### src/rtl/laser_shot_scheduler_if.sv
// Signal bundle between the button/VGA side and the laser shot scheduler.
// The master drives fire requests, frame timing and the pixel position;
// the slave returns grants, laser state, energy and the pixel-fill term.
interface laser_shot_scheduler_if #(
    parameter int ENERGY_W = 4
);
    logic                fire_top;
    logic                fire_bot;
    logic                frame_tick;
    logic [9:0]          hCount;
    logic [9:0]          vCount;
    logic                grant_top;
    logic                grant_bot;
    logic                top_active;
    logic                bot_active;
    logic [9:0]          top_y;
    logic [9:0]          bot_y;
    logic [ENERGY_W-1:0] energy;
    logic                laser_fill;

    modport master (
        output fire_top, fire_bot, frame_tick, hCount, vCount,
        input  grant_top, grant_bot, top_active, bot_active,
               top_y, bot_y, energy, laser_fill
    );

    modport slave (
        input  fire_top, fire_bot, frame_tick, hCount, vCount,
        output grant_top, grant_bot, top_active, bot_active,
               top_y, bot_y, energy, laser_fill
    );
endinterface

### src/rtl/laser_shot_scheduler.sv
// Laser shot scheduler: two cannon slots (top, bottom), each IDLE -> FLY ->
// COOLDOWN -> IDLE, sharing one regenerating energy pool. Fire requests are
// arbitrated round-robin; lasers advance one step per frame_tick. Laser state
// is registered; laser_fill is a combinational hit test for the current pixel.
module laser_shot_scheduler #(
    parameter int SPEED           = 4,
    parameter int COOLDOWN_FRAMES = 8,
    parameter int ENERGY_W        = 4,
    parameter int ENERGY_MAX      = 15,
    parameter int SHOT_COST       = 4,
    parameter int TOP_START_Y     = 187,
    parameter int BOT_START_Y     = 365,
    parameter int TOP_LIMIT       = 35,
    parameter int BOT_LIMIT       = 515,
    parameter int LASER_X         = 464,
    parameter int LASER_HW        = 1,
    parameter int LASER_LEN       = 8
) (
    input  logic                  clk,
    input  logic                  rst,
    laser_shot_scheduler_if.slave bus
);
    localparam int CNT_W = $clog2(COOLDOWN_FRAMES + 1);

    typedef enum logic [1:0] {
        IDLE     = 2'd0,
        FLY      = 2'd1,
        COOLDOWN = 2'd2
    } slot_state_t;

    slot_state_t         top_state_q, top_state_nxt;
    slot_state_t         bot_state_q, bot_state_nxt;
    logic [9:0]          top_y_q, top_y_nxt;
    logic [9:0]          bot_y_q, bot_y_nxt;
    logic [CNT_W-1:0]    top_cnt_q, top_cnt_nxt;
    logic [CNT_W-1:0]    bot_cnt_q, bot_cnt_nxt;
    logic [ENERGY_W-1:0] energy_q, energy_nxt;
    logic                ptr_bot_q, ptr_bot_nxt;   // 1: bottom wins a tie
    logic                grant_top_q, grant_top_nxt;
    logic                grant_bot_q, grant_bot_nxt;

    logic                elig_top, elig_bot;
    logic [ENERGY_W:0]   energy_sum;
    logic                top_hit, bot_hit, col_hit;
    logic [10:0]         h_ext, v_ext, top_y_ext, bot_y_ext;

    // Arbitration: at most one grant per cycle, round-robin pointer breaks ties.
    always_comb begin
        // NOTE: every always_comb output gets a default first so no path leaves
        // it unassigned; a missing default infers a latch.
        grant_top_nxt = 1'b0;
        grant_bot_nxt = 1'b0;
        ptr_bot_nxt   = ptr_bot_q;
        elig_top      = (top_state_q == IDLE) && bus.fire_top &&
                        (energy_q >= ENERGY_W'(SHOT_COST));
        elig_bot      = (bot_state_q == IDLE) && bus.fire_bot &&
                        (energy_q >= ENERGY_W'(SHOT_COST));
        if (elig_top && elig_bot) begin
            grant_top_nxt = !ptr_bot_q;
            grant_bot_nxt = ptr_bot_q;
        end else begin
            grant_top_nxt = elig_top;
            grant_bot_nxt = elig_bot;
        end
        if (grant_top_nxt) ptr_bot_nxt = 1'b1;
        if (grant_bot_nxt) ptr_bot_nxt = 1'b0;
    end

    // Top slot next state: launch on grant, climb each frame, then cool down.
    always_comb begin
        top_state_nxt = top_state_q;
        top_y_nxt     = top_y_q;
        top_cnt_nxt   = top_cnt_q;
        case (top_state_q)
            IDLE: begin
                if (grant_top_nxt) begin
                    top_state_nxt = FLY;
                    top_y_nxt     = 10'(TOP_START_Y);
                end
            end
            FLY: begin
                if (bus.frame_tick) begin
                    if (top_y_q < 10'(TOP_LIMIT + SPEED)) begin
                        top_state_nxt = COOLDOWN;
                        top_cnt_nxt   = CNT_W'(COOLDOWN_FRAMES);
                    end else begin
                        top_y_nxt = top_y_q - 10'(SPEED);
                    end
                end
            end
            COOLDOWN: begin
                if (bus.frame_tick) begin
                    if (top_cnt_q == CNT_W'(1)) top_state_nxt = IDLE;
                    else                        top_cnt_nxt   = top_cnt_q - CNT_W'(1);
                end
            end
            default: top_state_nxt = IDLE;
        endcase
    end

    // Bottom slot next state: mirror of the top slot, descending the screen.
    always_comb begin
        bot_state_nxt = bot_state_q;
        bot_y_nxt     = bot_y_q;
        bot_cnt_nxt   = bot_cnt_q;
        case (bot_state_q)
            IDLE: begin
                if (grant_bot_nxt) begin
                    bot_state_nxt = FLY;
                    bot_y_nxt     = 10'(BOT_START_Y);
                end
            end
            FLY: begin
                if (bus.frame_tick) begin
                    if (bot_y_q > 10'(BOT_LIMIT - SPEED)) begin
                        bot_state_nxt = COOLDOWN;
                        bot_cnt_nxt   = CNT_W'(COOLDOWN_FRAMES);
                    end else begin
                        bot_y_nxt = bot_y_q + 10'(SPEED);
                    end
                end
            end
            COOLDOWN: begin
                if (bus.frame_tick) begin
                    if (bot_cnt_q == CNT_W'(1)) bot_state_nxt = IDLE;
                    else                        bot_cnt_nxt   = bot_cnt_q - CNT_W'(1);
                end
            end
            default: bot_state_nxt = IDLE;
        endcase
    end

    // Energy pool: pay for a grant, regain one unit per frame, clamp at the ceiling.
    // A grant only happens with energy >= SHOT_COST, so the subtraction cannot wrap.
    always_comb begin
        energy_sum = {1'b0, energy_q};
        if (grant_top_nxt || grant_bot_nxt) energy_sum = energy_sum - (ENERGY_W+1)'(SHOT_COST);
        if (bus.frame_tick)                 energy_sum = energy_sum + (ENERGY_W+1)'(1);
        if (energy_sum > (ENERGY_W+1)'(ENERGY_MAX)) energy_nxt = ENERGY_W'(ENERGY_MAX);
        else                                        energy_nxt = energy_sum[ENERGY_W-1:0];
    end

    // State registers; reset aborts any flight and refills the pool.
    always_ff @(posedge clk or posedge rst) begin
        // NOTE: control registers get the asynchronous reset so the block is in
        // a known state from the first edge, even if rst arrives mid-flight.
        if (rst) begin
            top_state_q <= IDLE;
            bot_state_q <= IDLE;
            top_y_q     <= 10'(TOP_START_Y);
            bot_y_q     <= 10'(BOT_START_Y);
            top_cnt_q   <= '0;
            bot_cnt_q   <= '0;
            energy_q    <= ENERGY_W'(ENERGY_MAX);
            ptr_bot_q   <= 1'b0;
            grant_top_q <= 1'b0;
            grant_bot_q <= 1'b0;
        end else begin
            // NOTE: non-blocking assignments so every register samples the
            // pre-edge values regardless of statement order.
            top_state_q <= top_state_nxt;
            bot_state_q <= bot_state_nxt;
            top_y_q     <= top_y_nxt;
            bot_y_q     <= bot_y_nxt;
            top_cnt_q   <= top_cnt_nxt;
            bot_cnt_q   <= bot_cnt_nxt;
            energy_q    <= energy_nxt;
            ptr_bot_q   <= ptr_bot_nxt;
            grant_top_q <= grant_top_nxt;
            grant_bot_q <= grant_bot_nxt;
        end
    end

    // Pixel hit test in 11 bits so y+LASER_LEN-1 near the bottom edge cannot wrap.
    always_comb begin
        h_ext     = {1'b0, bus.hCount};
        v_ext     = {1'b0, bus.vCount};
        top_y_ext = {1'b0, top_y_q};
        bot_y_ext = {1'b0, bot_y_q};
        col_hit   = (h_ext >= 11'(LASER_X - LASER_HW)) && (h_ext <= 11'(LASER_X + LASER_HW));
        top_hit   = (top_state_q == FLY) && col_hit && (v_ext >= top_y_ext) &&
                    (v_ext <= top_y_ext + 11'(LASER_LEN - 1));
        bot_hit   = (bot_state_q == FLY) && col_hit && (v_ext >= bot_y_ext) &&
                    (v_ext <= bot_y_ext + 11'(LASER_LEN - 1));
    end

    assign bus.grant_top  = grant_top_q;
    assign bus.grant_bot  = grant_bot_q;
    assign bus.top_active = (top_state_q == FLY);
    assign bus.bot_active = (bot_state_q == FLY);
    assign bus.top_y      = top_y_q;
    assign bus.bot_y      = bot_y_q;
    assign bus.energy     = energy_q;
    assign bus.laser_fill = top_hit || bot_hit;
endmodule

### src/flat_wrapper.sv
// flat-port wrapper written by rule: the top's interface ports become plain ports
module laser_shot_scheduler_flat 
#(
    parameter int SPEED           = 4,
    parameter int COOLDOWN_FRAMES = 8,
    parameter int ENERGY_W        = 4,
    parameter int ENERGY_MAX      = 15,
    parameter int SHOT_COST       = 4,
    parameter int TOP_START_Y     = 187,
    parameter int BOT_START_Y     = 365,
    parameter int TOP_LIMIT       = 35,
    parameter int BOT_LIMIT       = 515,
    parameter int LASER_X         = 464,
    parameter int LASER_HW        = 1,
    parameter int LASER_LEN       = 8
)
  (clk, rst, bus_fire_top, bus_fire_bot, bus_frame_tick, bus_hCount, bus_vCount, bus_grant_top, bus_grant_bot, bus_top_active, bus_bot_active, bus_top_y, bus_bot_y, bus_energy, bus_laser_fill);
  laser_shot_scheduler_if #(.ENERGY_W(ENERGY_W)) bus_i ();
  input  logic clk;
  input  logic rst;
  input wire logic [$bits(bus_i.fire_top)-1:0] bus_fire_top;
  input wire logic [$bits(bus_i.fire_bot)-1:0] bus_fire_bot;
  input wire logic [$bits(bus_i.frame_tick)-1:0] bus_frame_tick;
  input wire logic [$bits(bus_i.hCount)-1:0] bus_hCount;
  input wire logic [$bits(bus_i.vCount)-1:0] bus_vCount;
  output wire logic [$bits(bus_i.grant_top)-1:0] bus_grant_top;
  output wire logic [$bits(bus_i.grant_bot)-1:0] bus_grant_bot;
  output wire logic [$bits(bus_i.top_active)-1:0] bus_top_active;
  output wire logic [$bits(bus_i.bot_active)-1:0] bus_bot_active;
  output wire logic [$bits(bus_i.top_y)-1:0] bus_top_y;
  output wire logic [$bits(bus_i.bot_y)-1:0] bus_bot_y;
  output wire logic [$bits(bus_i.energy)-1:0] bus_energy;
  output wire logic [$bits(bus_i.laser_fill)-1:0] bus_laser_fill;
  assign bus_i.fire_top = bus_fire_top;
  assign bus_i.fire_bot = bus_fire_bot;
  assign bus_i.frame_tick = bus_frame_tick;
  assign bus_i.hCount = bus_hCount;
  assign bus_i.vCount = bus_vCount;
  assign bus_grant_top = bus_i.grant_top;
  assign bus_grant_bot = bus_i.grant_bot;
  assign bus_top_active = bus_i.top_active;
  assign bus_bot_active = bus_i.bot_active;
  assign bus_top_y = bus_i.top_y;
  assign bus_bot_y = bus_i.bot_y;
  assign bus_energy = bus_i.energy;
  assign bus_laser_fill = bus_i.laser_fill;
  laser_shot_scheduler #(.SPEED(SPEED), .COOLDOWN_FRAMES(COOLDOWN_FRAMES), .ENERGY_W(ENERGY_W), .ENERGY_MAX(ENERGY_MAX), .SHOT_COST(SHOT_COST), .TOP_START_Y(TOP_START_Y), .BOT_START_Y(BOT_START_Y), .TOP_LIMIT(TOP_LIMIT), .BOT_LIMIT(BOT_LIMIT), .LASER_X(LASER_X), .LASER_HW(LASER_HW), .LASER_LEN(LASER_LEN)) u_core (.clk(clk), .rst(rst), .bus(bus_i));
endmodule
### config.mk
export PLATFORM = sky130hd
export DESIGN_NAME = laser_shot_scheduler_flat
export DESIGN_NICKNAME = d
export VERILOG_FILES = /design/src/rtl/laser_shot_scheduler_if.sv /design/src/rtl/laser_shot_scheduler.sv /design/src/flat_wrapper.sv
export SDC_FILE = /design/constraint.sdc
export NUM_CORES = 1
export LEC_CHECK = 0
export CAP_MARGIN = 20
export CORE_AREA = 10 10 107 85
export CTS_BUF_LIST = sky130_fd_sc_hd__clkbuf_8
export DETAILED_ROUTE_END_ITERATION = 10
export DIE_AREA = 0 0 117 95
export PLACE_DENSITY = 0.74
export SLEW_MARGIN = 20
export SYNTH_ARGS = -nofsm -noshare
export SYNTH_HDL_FRONTEND = slang
export SYNTH_SLANG_ARGS = --single-unit
### constraint.sdc
create_clock -name clk -period 6.25 [get_ports clk]
set_input_delay 1.25 -clock clk [delete_from_list [all_inputs] [get_ports clk]]
set_output_delay 1.25 -clock clk [all_outputs]
set_load 0.01 [all_outputs]
==> results.json, run 1 <==
{
  "synth-warning-count": 0,
  "crit_start": "bus_vCount[6]",
  "drt_iter0_drc": 137,
  "ctsLongestPathBuffers": 2,
  "critPathCapture": "bus_laser_fill",
  "ir_drop_uv": 264,
  "fin_skew_ps": 6.89,
  "final_common_cell": "ha_1",
  "final_cell_mix": "ha_1, clkdlybuf4s50_1, inv_1",
  "diodes": 0,
  "maxClockFrequency_ghz": 0.202,
  "io_pins": 54,
  "worstPathArrival_ps": 3710,
  "swShare": 0.444,
  "synthesis.area_um2": 3400,
  "first_global_vias": 2871,
  "cts_max_level": 2,
  "ys_seq_elements": 37,
  "clkPwrFrac": 0.125,
  "totalPowerFinal_mw": 1.77,
  "ant_nets": 0,
  "ys_async_sr_fraction": 1.00,
  "drt_pre_antenna_iters": 5,
  "synth_cells": 380,
  "die_w_um": 117,
  "end_kind": "output pin",
  "worst_slack_ps": 1290,
  "io_buffers": 52,
  "die_area_um2": 11100,
  "synth_ff_type": "dfrtp_1",
  "avgSynthCellArea_um2": 8.95,
  "power_leakage_nw": 1.81,
  "report.final.slew_viol_count": 0,
  "grt_max_degree": 38,
  "reg2reg_slack_ps": 3960,
  "reg2reg_from": "u_core.bus.top_y[3]",
  "rows": 27,
  "cts.clk_slew.worst_paths_ps": 80,
  "syn2layout_area_growth_pct": 20.4,
  "wl_per_cell_um": 16.1,
  "grt_pass1_wl_um": 13400,
  "p_int_mw": 0.984,
  "finish.utilization": 0.577,
  "clock-sinks": 37,
  "crit_required_ps": 5000,
  "post-route-min-period_ps": 4960,
  "relSlewSlack": 0.618,
  "dp_hpwl_um": 6690,
  "ctsHoldBuffers": 0,
  "placed_cell_area_um2": 3980,
  "tns_ps": 0,
  "antenna_found_initial": 0,
  "root_buffer": "clkbuf_8",
  "finalHoldViolations": 0,
  "dp_slack_ps": 1320,
  "crit_path_start_kind": "input port",
  "drc": 0,
  "outcome": "finished, final reports clean",
  "drive_above_1_share": 0.104,
  "powerDensity_nw_per_um2": 432,
  "n_fill_cell": 642,
  "fin_nets": 516,
  "hp-class": "reg -> reg",
  "criticalPathCategory": "in -> out",
  "cts_resized": 0,
  "final_cell_count_no_fill": 518,
  "clk_latency_ps": 300,
  "rr_endpoint": "u_core.top_state_q[1]",
  "seqPwrFrac": 0.266,
  "worst_r2r_path_depth": 7,
  "cts_tree": "done",
  "track_usage": 0.147,
  "die_h_um": 95,
  "postCtsSetupRepairBufs": 0,
  "fin_hold_ws_ps": 516,
  "yosysUniqueCellTypes": 64,
  "start_util": 0.480,
  "globalplace.congestion": 0.903,
  "wirelength_um": 8330,
  "syn-num-nets": 466,
  "worst_slew_pin_slew_ps": 568,
  "core_um2": 7090,
  "rsz0062_at_grt": "no",
  "hp-start": "u_core.ptr_bot_q",
  "fin_area_um2": 4100,
  "synth_edf_count": 0,
  "via_per_inst": 5.86,
  "crit_fanout": 4,
  "setup_viol": 0,
  "post-place-cells": 510,
  "vias": 3033,
  "pwr-share-comb": 0.610,
  "drv_cap": 0,
  "seq_area_frac_synth": 0.278,
  "grt_overflow": 0,
  "min_period_over_period": 0.794,
  "p_sw_mw": 0.786,
  "cts-buffers-inserted": 5
}
## critical path, stage by stage
cell and delay, ps:
clkdlybuf4s50_1 520, ha_1 370, a21o_1 160, a21o_1 180, a221oi_1 330, nor4_1 90, o22ai_1 220, clkdlybuf4s50_1 590
## registers in the layout, indices dropped and copies added, names as in the netlist
name and cells:
u_core.bot_cnt_q 4, u_core.bot_state_q 2, u_core.bus.bot_y 9, u_core.bus.energy 4, u_core.bus.grant_bot 1, u_core.bus.grant_top 1
u_core.bus.top_y 9, u_core.ptr_bot_q 1, u_core.top_cnt_q 4, u_core.top_state_q 2
## metal layers
metal	part of all wire	vias to the layer above	track usage
li1	-	1501	-
met1	0.49	1448	0.200
met2	0.44	77	0.230
met3	0.069	7	0.0393
met4	0.0059	0	0.0267
met5	0	-	0
## cells by family after synthesis
kind of cell,Yosys count,synth area share
AO/OA/AOI/OAI,92,0.179
XOR/XNOR,17,0.0438
adder cells (fa/ha/maj),61,0.224
buffers and inverters,46,0.0585
flip-flops,37,0.278
multiplexers,8,0.0261
other,1,0.00110
AND/OR/NAND/NOR,118,0.189
## power by group through the flow
stage / sequential [mW] / clock (mW) / combinational (mW)
floorplan: 0.460 / 0 / 0.774
global placement: 0.467 / 0 / 1.04
detailed placement: 0.471 / 0 / 1.07
finish: 0.470 / 0.221 / 1.08
global route: 0.485 / 0.235 / 1.21
CTS: 0.468 / 0.227 / 1.08
## cell type report
cell class | instances | area [µm²] | area share
clock buffers | 6 | 82.6 | 0.0202
repair buffers | 53 | 528 | 0.129
clock inverters | 2 | 37.5 | 0.00917
flip-flops and latches | 37 | 945 | 0.231
multi-input cells | 297 | 2260 | 0.551
well taps | 87 | 109 | 0.0266
inverters | 36 | 135 | 0.0330
## worst min path at each step
stage          slack [ps]  cells after the start                   end
6_report              520                      1      u_core.ptr_bot_q
2_1_floorplan         460                      1      u_core.ptr_bot_q
5_1_grt               530                      1      u_core.ptr_bot_q
4_1_cts               510                      1      u_core.ptr_bot_q
3_5_place_dp          500                      2  u_core.bus.energy[1]
3_3_place_gp          490                      1      u_core.ptr_bot_q
## synthesized netlist by cell type, types with 3 or more instances
cell type   n  area (µm²)
a21o_1      4        30.0
o211ai_1    6        45.0
a221oi_1    3        26.3
a21oi_1    20         100
nor2_1     17        63.8
o31ai_1     3        22.5
nor3_1     10        50.1
xnor2_1    15         131
a211oi_1    4        30.0
nand3b_1    4        30.0
a31oi_1     6        37.5
inv_1      34         128
o21a_1      3        22.5
nor4_1      7        43.8
buf_4       4        30.0
nand4_1    12        75.1
o21ai_0    20         100
ha_1       61         763
nand3_1    17        85.1
nand2_1    27         101
dfstp_2    15         394
dfrtp_1    22         551
nand2b_1    3        18.8
mux2_2      7        78.8
o22ai_1     4        25.0
Note: power is estimated with default switching activity, not from simulation.
==> run 2: changes to the inputs <==
==> constraint.sdc (replaced) <==
create_clock -name clk -period 5 [get_ports clk]
set_input_delay 1 -clock clk [delete_from_list [all_inputs] [get_ports clk]]
set_output_delay 1 -clock clk [all_outputs]
set_load 0.01 [all_outputs]
==> results.json, run 2 (same netlist as run 1, synthesis figures left out) <==
{
  "outcome": "finished, final reports clean",
  "cts_resized": 0,
  "start_util": 0.480,
  "fin_hold_ws_ps": 510,
  "maxClockFrequency_ghz": 0.216,
  "ctsHoldBuffers": 0,
  "hp-start": "u_core.ptr_bot_q",
  "root_buffer": "clkbuf_8",
  "fin_skew_ps": 12.4,
  "finalHoldViolations": 0,
  "ctsLongestPathBuffers": 2,
  "first_global_vias": 2961,
  "cts_max_level": 2,
  "worstPathArrival_ps": 3630,
  "ir_drop_uv": 324,
  "io_buffers": 52,
  "wirelength_um": 8230,
  "grt_pass1_wl_um": 14000,
  "post-route-min-period_ps": 4630,
  "drive_above_1_share": 0.102,
  "track_usage": 0.152,
  "rsz0062_at_grt": "no",
  "grt_overflow": 0,
  "wl_per_cell_um": 15.9,
  "cts_tree": "done",
  "syn2layout_area_growth_pct": 20.3,
  "drc": 0,
  "reg2reg_slack_ps": 2610,
  "holdPathStages": 1,
  "crit_path_start_kind": "flip-flop",
  "worst_r2r_path_depth": 7,
  "vias": 2987,
  "diodes": 0,
  "core_um2": 7090,
  "grt_max_degree": 22,
  "power_leakage_nw": 1.81,
  "die_h_um": 95,
  "tns_ps": 0,
  "io_pins": 54,
  "ant_nets": 0,
  "crit_required_ps": 4000,
  "fin_nets": 516,
  "final_cell_count_no_fill": 518,
  "hp-class": "reg -> reg",
  "antenna_found_initial": 0,
  "drt_pre_antenna_iters": 4,
  "clk_latency_ps": 290,
  "final_common_cell": "ha_1",
  "powerDensity_nw_per_um2": 537,
  "cts-buffers-inserted": 5,
  "crit_fanout": 7,
  "die_w_um": 117,
  "totalPowerFinal_mw": 2.20,
  "worst_slew_pin_slew_ps": 655,
  "dp_slack_ps": 636,
  "postCtsSetupRepairBufs": 0,
  "die_area_um2": 11100,
  "report.final.slew_viol_count": 0,
  "criticalPathCategory": "reg -> out",
  "cts.clk_slew.worst_paths_ps": 90,
  "drv_cap": 0,
  "relSlewSlack": 0.563,
  "globalplace.congestion": 0.905,
  "clock-sinks": 37,
  "setup_viol": 0,
  "via_per_inst": 5.77,
  "worst_slack_ps": 375,
  "rr_endpoint": "u_core.top_state_q[1]",
  "dp_hpwl_um": 6740,
  "drt_iter0_drc": 130,
  "reg2reg_from": "u_core.bus.top_y[3]",
  "min_period_over_period": 0.925,
  "final_cell_mix": "ha_1, clkdlybuf4s50_1, inv_1",
  "min_to": "u_core.ptr_bot_q",
  "rows": 27,
  "end_kind": "output pin",
  "post-place-cells": 510
}
run 2: cell types whose count changed in the layout (fill, tap and decap cells not counted), sizes merged:
cell	before	now
clkinvlp	1	0
inv	36	37
run 2: how the worst max path moves through the flow:
stage / to / slack (ps) / depth (start not counted) / startpoint
2_1_floorplan: bus_laser_fill / 1530 / 11 / u_core.bus.bot_y[2]
3_3_place_gp: bus_laser_fill / 650 / 9 / bus_vCount[0]
3_5_place_dp: bus_laser_fill / 640 / 8 / bus_vCount[6]
4_1_cts: bus_laser_fill / 380 / 13 / u_core.bus.top_y[2]
5_1_grt: bus_laser_fill / 140 / 13 / u_core.bus.top_y[2]
6_report: bus_laser_fill / 370 / 13 / u_core.bus.top_y[2]
run 2: where the power goes:
part           switching [mW]  total (mW)  internal [mW]
sequential              0.138       0.583          0.445
clock                   0.109       0.270          0.161
combinational           0.724        1.35          0.621
total                   0.971        2.20           1.23
run 2: critical path: stages (launching register included):
cell,delay [ps]
dfrtp_1,450
inv_1,180
ha_1,260
nand2_1,80
a211oi_1,370
nand3_1,160
xnor2_1,150
ha_1,290
nand3_1,130
nor4_1,300
a21oi_1,70
o311a_1,130
o22ai_1,180
clkdlybuf4s50_1,580
run 2: through the flow:
stage	area, µm²	utilization
finish	4090	0.577
CTS	4090	0.577
floorplan	3400	-
global placement	3980	0.560
detailed placement	3980	0.560
global route	4090	0.577
run 2: layout make-up:
type | instances | area [µm²]
timing repair buffer | 53 | 528
clock buffer | 6 | 82.6
inverter | 36 | 135
multi-input combinational | 297 | 2260
fill | 648 | 3000
clock inverter | 2 | 33.8
tap | 87 | 109
sequential | 37 | 945
run 2: per-layer routing:
layer  global-route usage  up-vias  wire length [µm]
met1                0.204     1410              3820
li1                     -     1493                 -
met5                    0        -                 0
met4               0.0236        0                57
met3               0.0387        4               609
met2                0.245       80              3740
==> run 3: changes to the inputs <==
--- a/config.mk
+++ b/config.mk
@@ -6,10 +6,10 @@
 export NUM_CORES = 1
 export LEC_CHECK = 0
 export CAP_MARGIN = 20
-export CORE_AREA = 10 10 107 85
+export CORE_AREA = 2 2 99 77
 export CTS_BUF_LIST = sky130_fd_sc_hd__clkbuf_8
 export DETAILED_ROUTE_END_ITERATION = 10
-export DIE_AREA = 0 0 117 95
+export DIE_AREA = 0 0 101 79
 export PLACE_DENSITY = 0.74
 export SLEW_MARGIN = 20
 export SYNTH_ARGS = -nofsm -noshare
==> results.json, run 3 (same netlist as run 1, synthesis figures left out) <==
{
  "tns_ps": 0,
  "clk_latency_ps": 300,
  "relSlewSlack": 0.575,
  "dp_slack_ps": 650,
  "crit_path_start_kind": "flip-flop",
  "ant_nets": 0,
  "drt_pre_antenna_iters": 5,
  "wirelength_um": 7840,
  "slowest_delay_ps": 580,
  "rows": 27,
  "finalHoldViolations": 0,
  "final_cell_count_no_fill": 518,
  "io_pins": 54,
  "via_per_inst": 5.80,
  "outcome": "finished, final reports clean",
  "drt_iter0_drc": 200,
  "track_usage": 0.206,
  "power_leakage_nw": 1.81,
  "maxClockFrequency_ghz": 0.212,
  "antenna_found_initial": 0,
  "criticalPathCategory": "reg -> out",
  "diodes": 0,
  "crit_required_ps": 4000,
  "regArea_um2": 945,
  "first_global_vias": 2933,
  "final_cell_mix": "ha_1, clkdlybuf4s50_1, inv_1",
  "crit_start": "u_core.bus.top_y[2]",
  "hp-class": "reg -> reg",
  "wl_per_cell_um": 15.1,
  "min_period_over_period": 0.944,
  "syn2layout_area_growth_pct": 20.4,
  "multi_input_area_um2": 2260,
  "path_cells": "inv_1 > ha_1 > nand2_1 > a211oi_1 > nand3_1 > xnor2_1 > ha_1 > nand3_1 > nor4_1 > a21oi_1 > o311a_1 > o22ai_1 > clkdlybuf4s50_1",
  "ir_drop_uv": 344,
  "n_fill_cell": 643,
  "report.final.slew_viol_count": 0,
  "die_area_um2": 7980,
  "cpLargestDelayFamily": "compound AO/OA/AOI/OAI gates",
  "die_h_um": 79,
  "die_w_um": 101,
  "powerDensity_nw_per_um2": 537,
  "final_common_cell": "ha_1",
  "worst_slew_pin_slew_ps": 632,
  "critPathBufInv": 2,
  "globalplace.congestion": 0.874,
  "drv_cap": 0,
  "totalPowerFinal_mw": 2.20,
  "cts-buffers-inserted": 5,
  "drc": 0,
  "rsz0062_at_grt": "no",
  "io_buffers": 52,
  "placed_cell_area_um2": 3980,
  "post-place-cells": 510,
  "fin_skew_ps": 8.35,
  "clock-sinks": 37,
  "postCtsSetupRepairBufs": 0,
  "vias": 3002,
  "cts.clk_slew.worst_paths_ps": 90,
  "setup_viol": 0,
  "worst_slack_ps": 283,
  "end_kind": "output pin",
  "drive_above_1_share": 0.104,
  "fin_nets": 516,
  "worstPathArrival_ps": 3720,
  "start_util": 0.480,
  "cts_resized": 0,
  "ctsLongestPathBuffers": 2,
  "core_um2": 7090,
  "cts_tree": "done",
  "slowest_stage": "clkdlybuf4s50_1",
  "crit_fanout": 7,
  "root_buffer": "clkbuf_8",
  "cts_max_level": 2,
  "grt_pass1_wl_um": 13300,
  "grt_overflow": 0,
  "dp_hpwl_um": 6100,
  "grt_max_degree": 38,
  "ctsHoldBuffers": 0,
  "post-route-min-period_ps": 4720,
  "hp-start": "u_core.bus.energy[1]",
  "fin_area_um2": 4100,
  "reg2reg_from": "u_core.bus.top_y[3]"
}
run 3: per-stage QoR:
step | hold slack (ps) | utilization
floorplan | 461 | -
global placement | 490 | 0.560
detailed placement | 503 | 0.560
CTS | 517 | 0.577
global route | 540 | 0.577
finish | 517 | 0.577
run 3: path summary, 6_finish.rpt:
kind | end | slack (ps) | cells after the start
max | bus_laser_fill | 280 | 13
min | u_core.bus.energy[1] | 520 | 2
min in group asynchronous | u_core.bus.grant_bot | 1100 | 3
min reg2reg | u_core.bus.energy[1] | 520 | 2
max in group asynchronous | u_core.bus.bot_y[2] | 3540 | 3
max reg2reg | u_core.top_state_q[0] | 2630 | 7
run 3: layer usage:
metal / routed length (µm) / up-vias / global-route usage
met5: 0 / - / 0
met4: 68 / 0 / 0.0473
met3: 424 / 7 / 0.0379
met2: 3430 / 85 / 0.325
met1: 3920 / 1418 / 0.293
li1: - / 1492 / -
run 3: worst min-delay path: cells and delay by family (launching register included):
family / cells / cell delay, ps
flops: 1 / 390
compound gates: 1 / 50
simple gates: 1 / 80
run 3: cell type report:
type / count / share of cell area
well taps: 87 / 0.0266
flip-flops and latches: 37 / 0.231
inverters: 36 / 0.0330
clock inverters: 2 / 0.00917
clock buffers: 6 / 0.0202
repair buffers: 53 / 0.129
multi-input cells: 297 / 0.551
run 3: where the power goes:
| part | switching, mW | internal (mW) | total [mW] |
|---|---|---|---|
| Combinational | 0.711 | 0.621 | 1.33 |
| Sequential | 0.138 | 0.445 | 0.582 |
| Clock | 0.122 | 0.162 | 0.284 |
| Total | 0.970 | 1.23 | 2.20 |
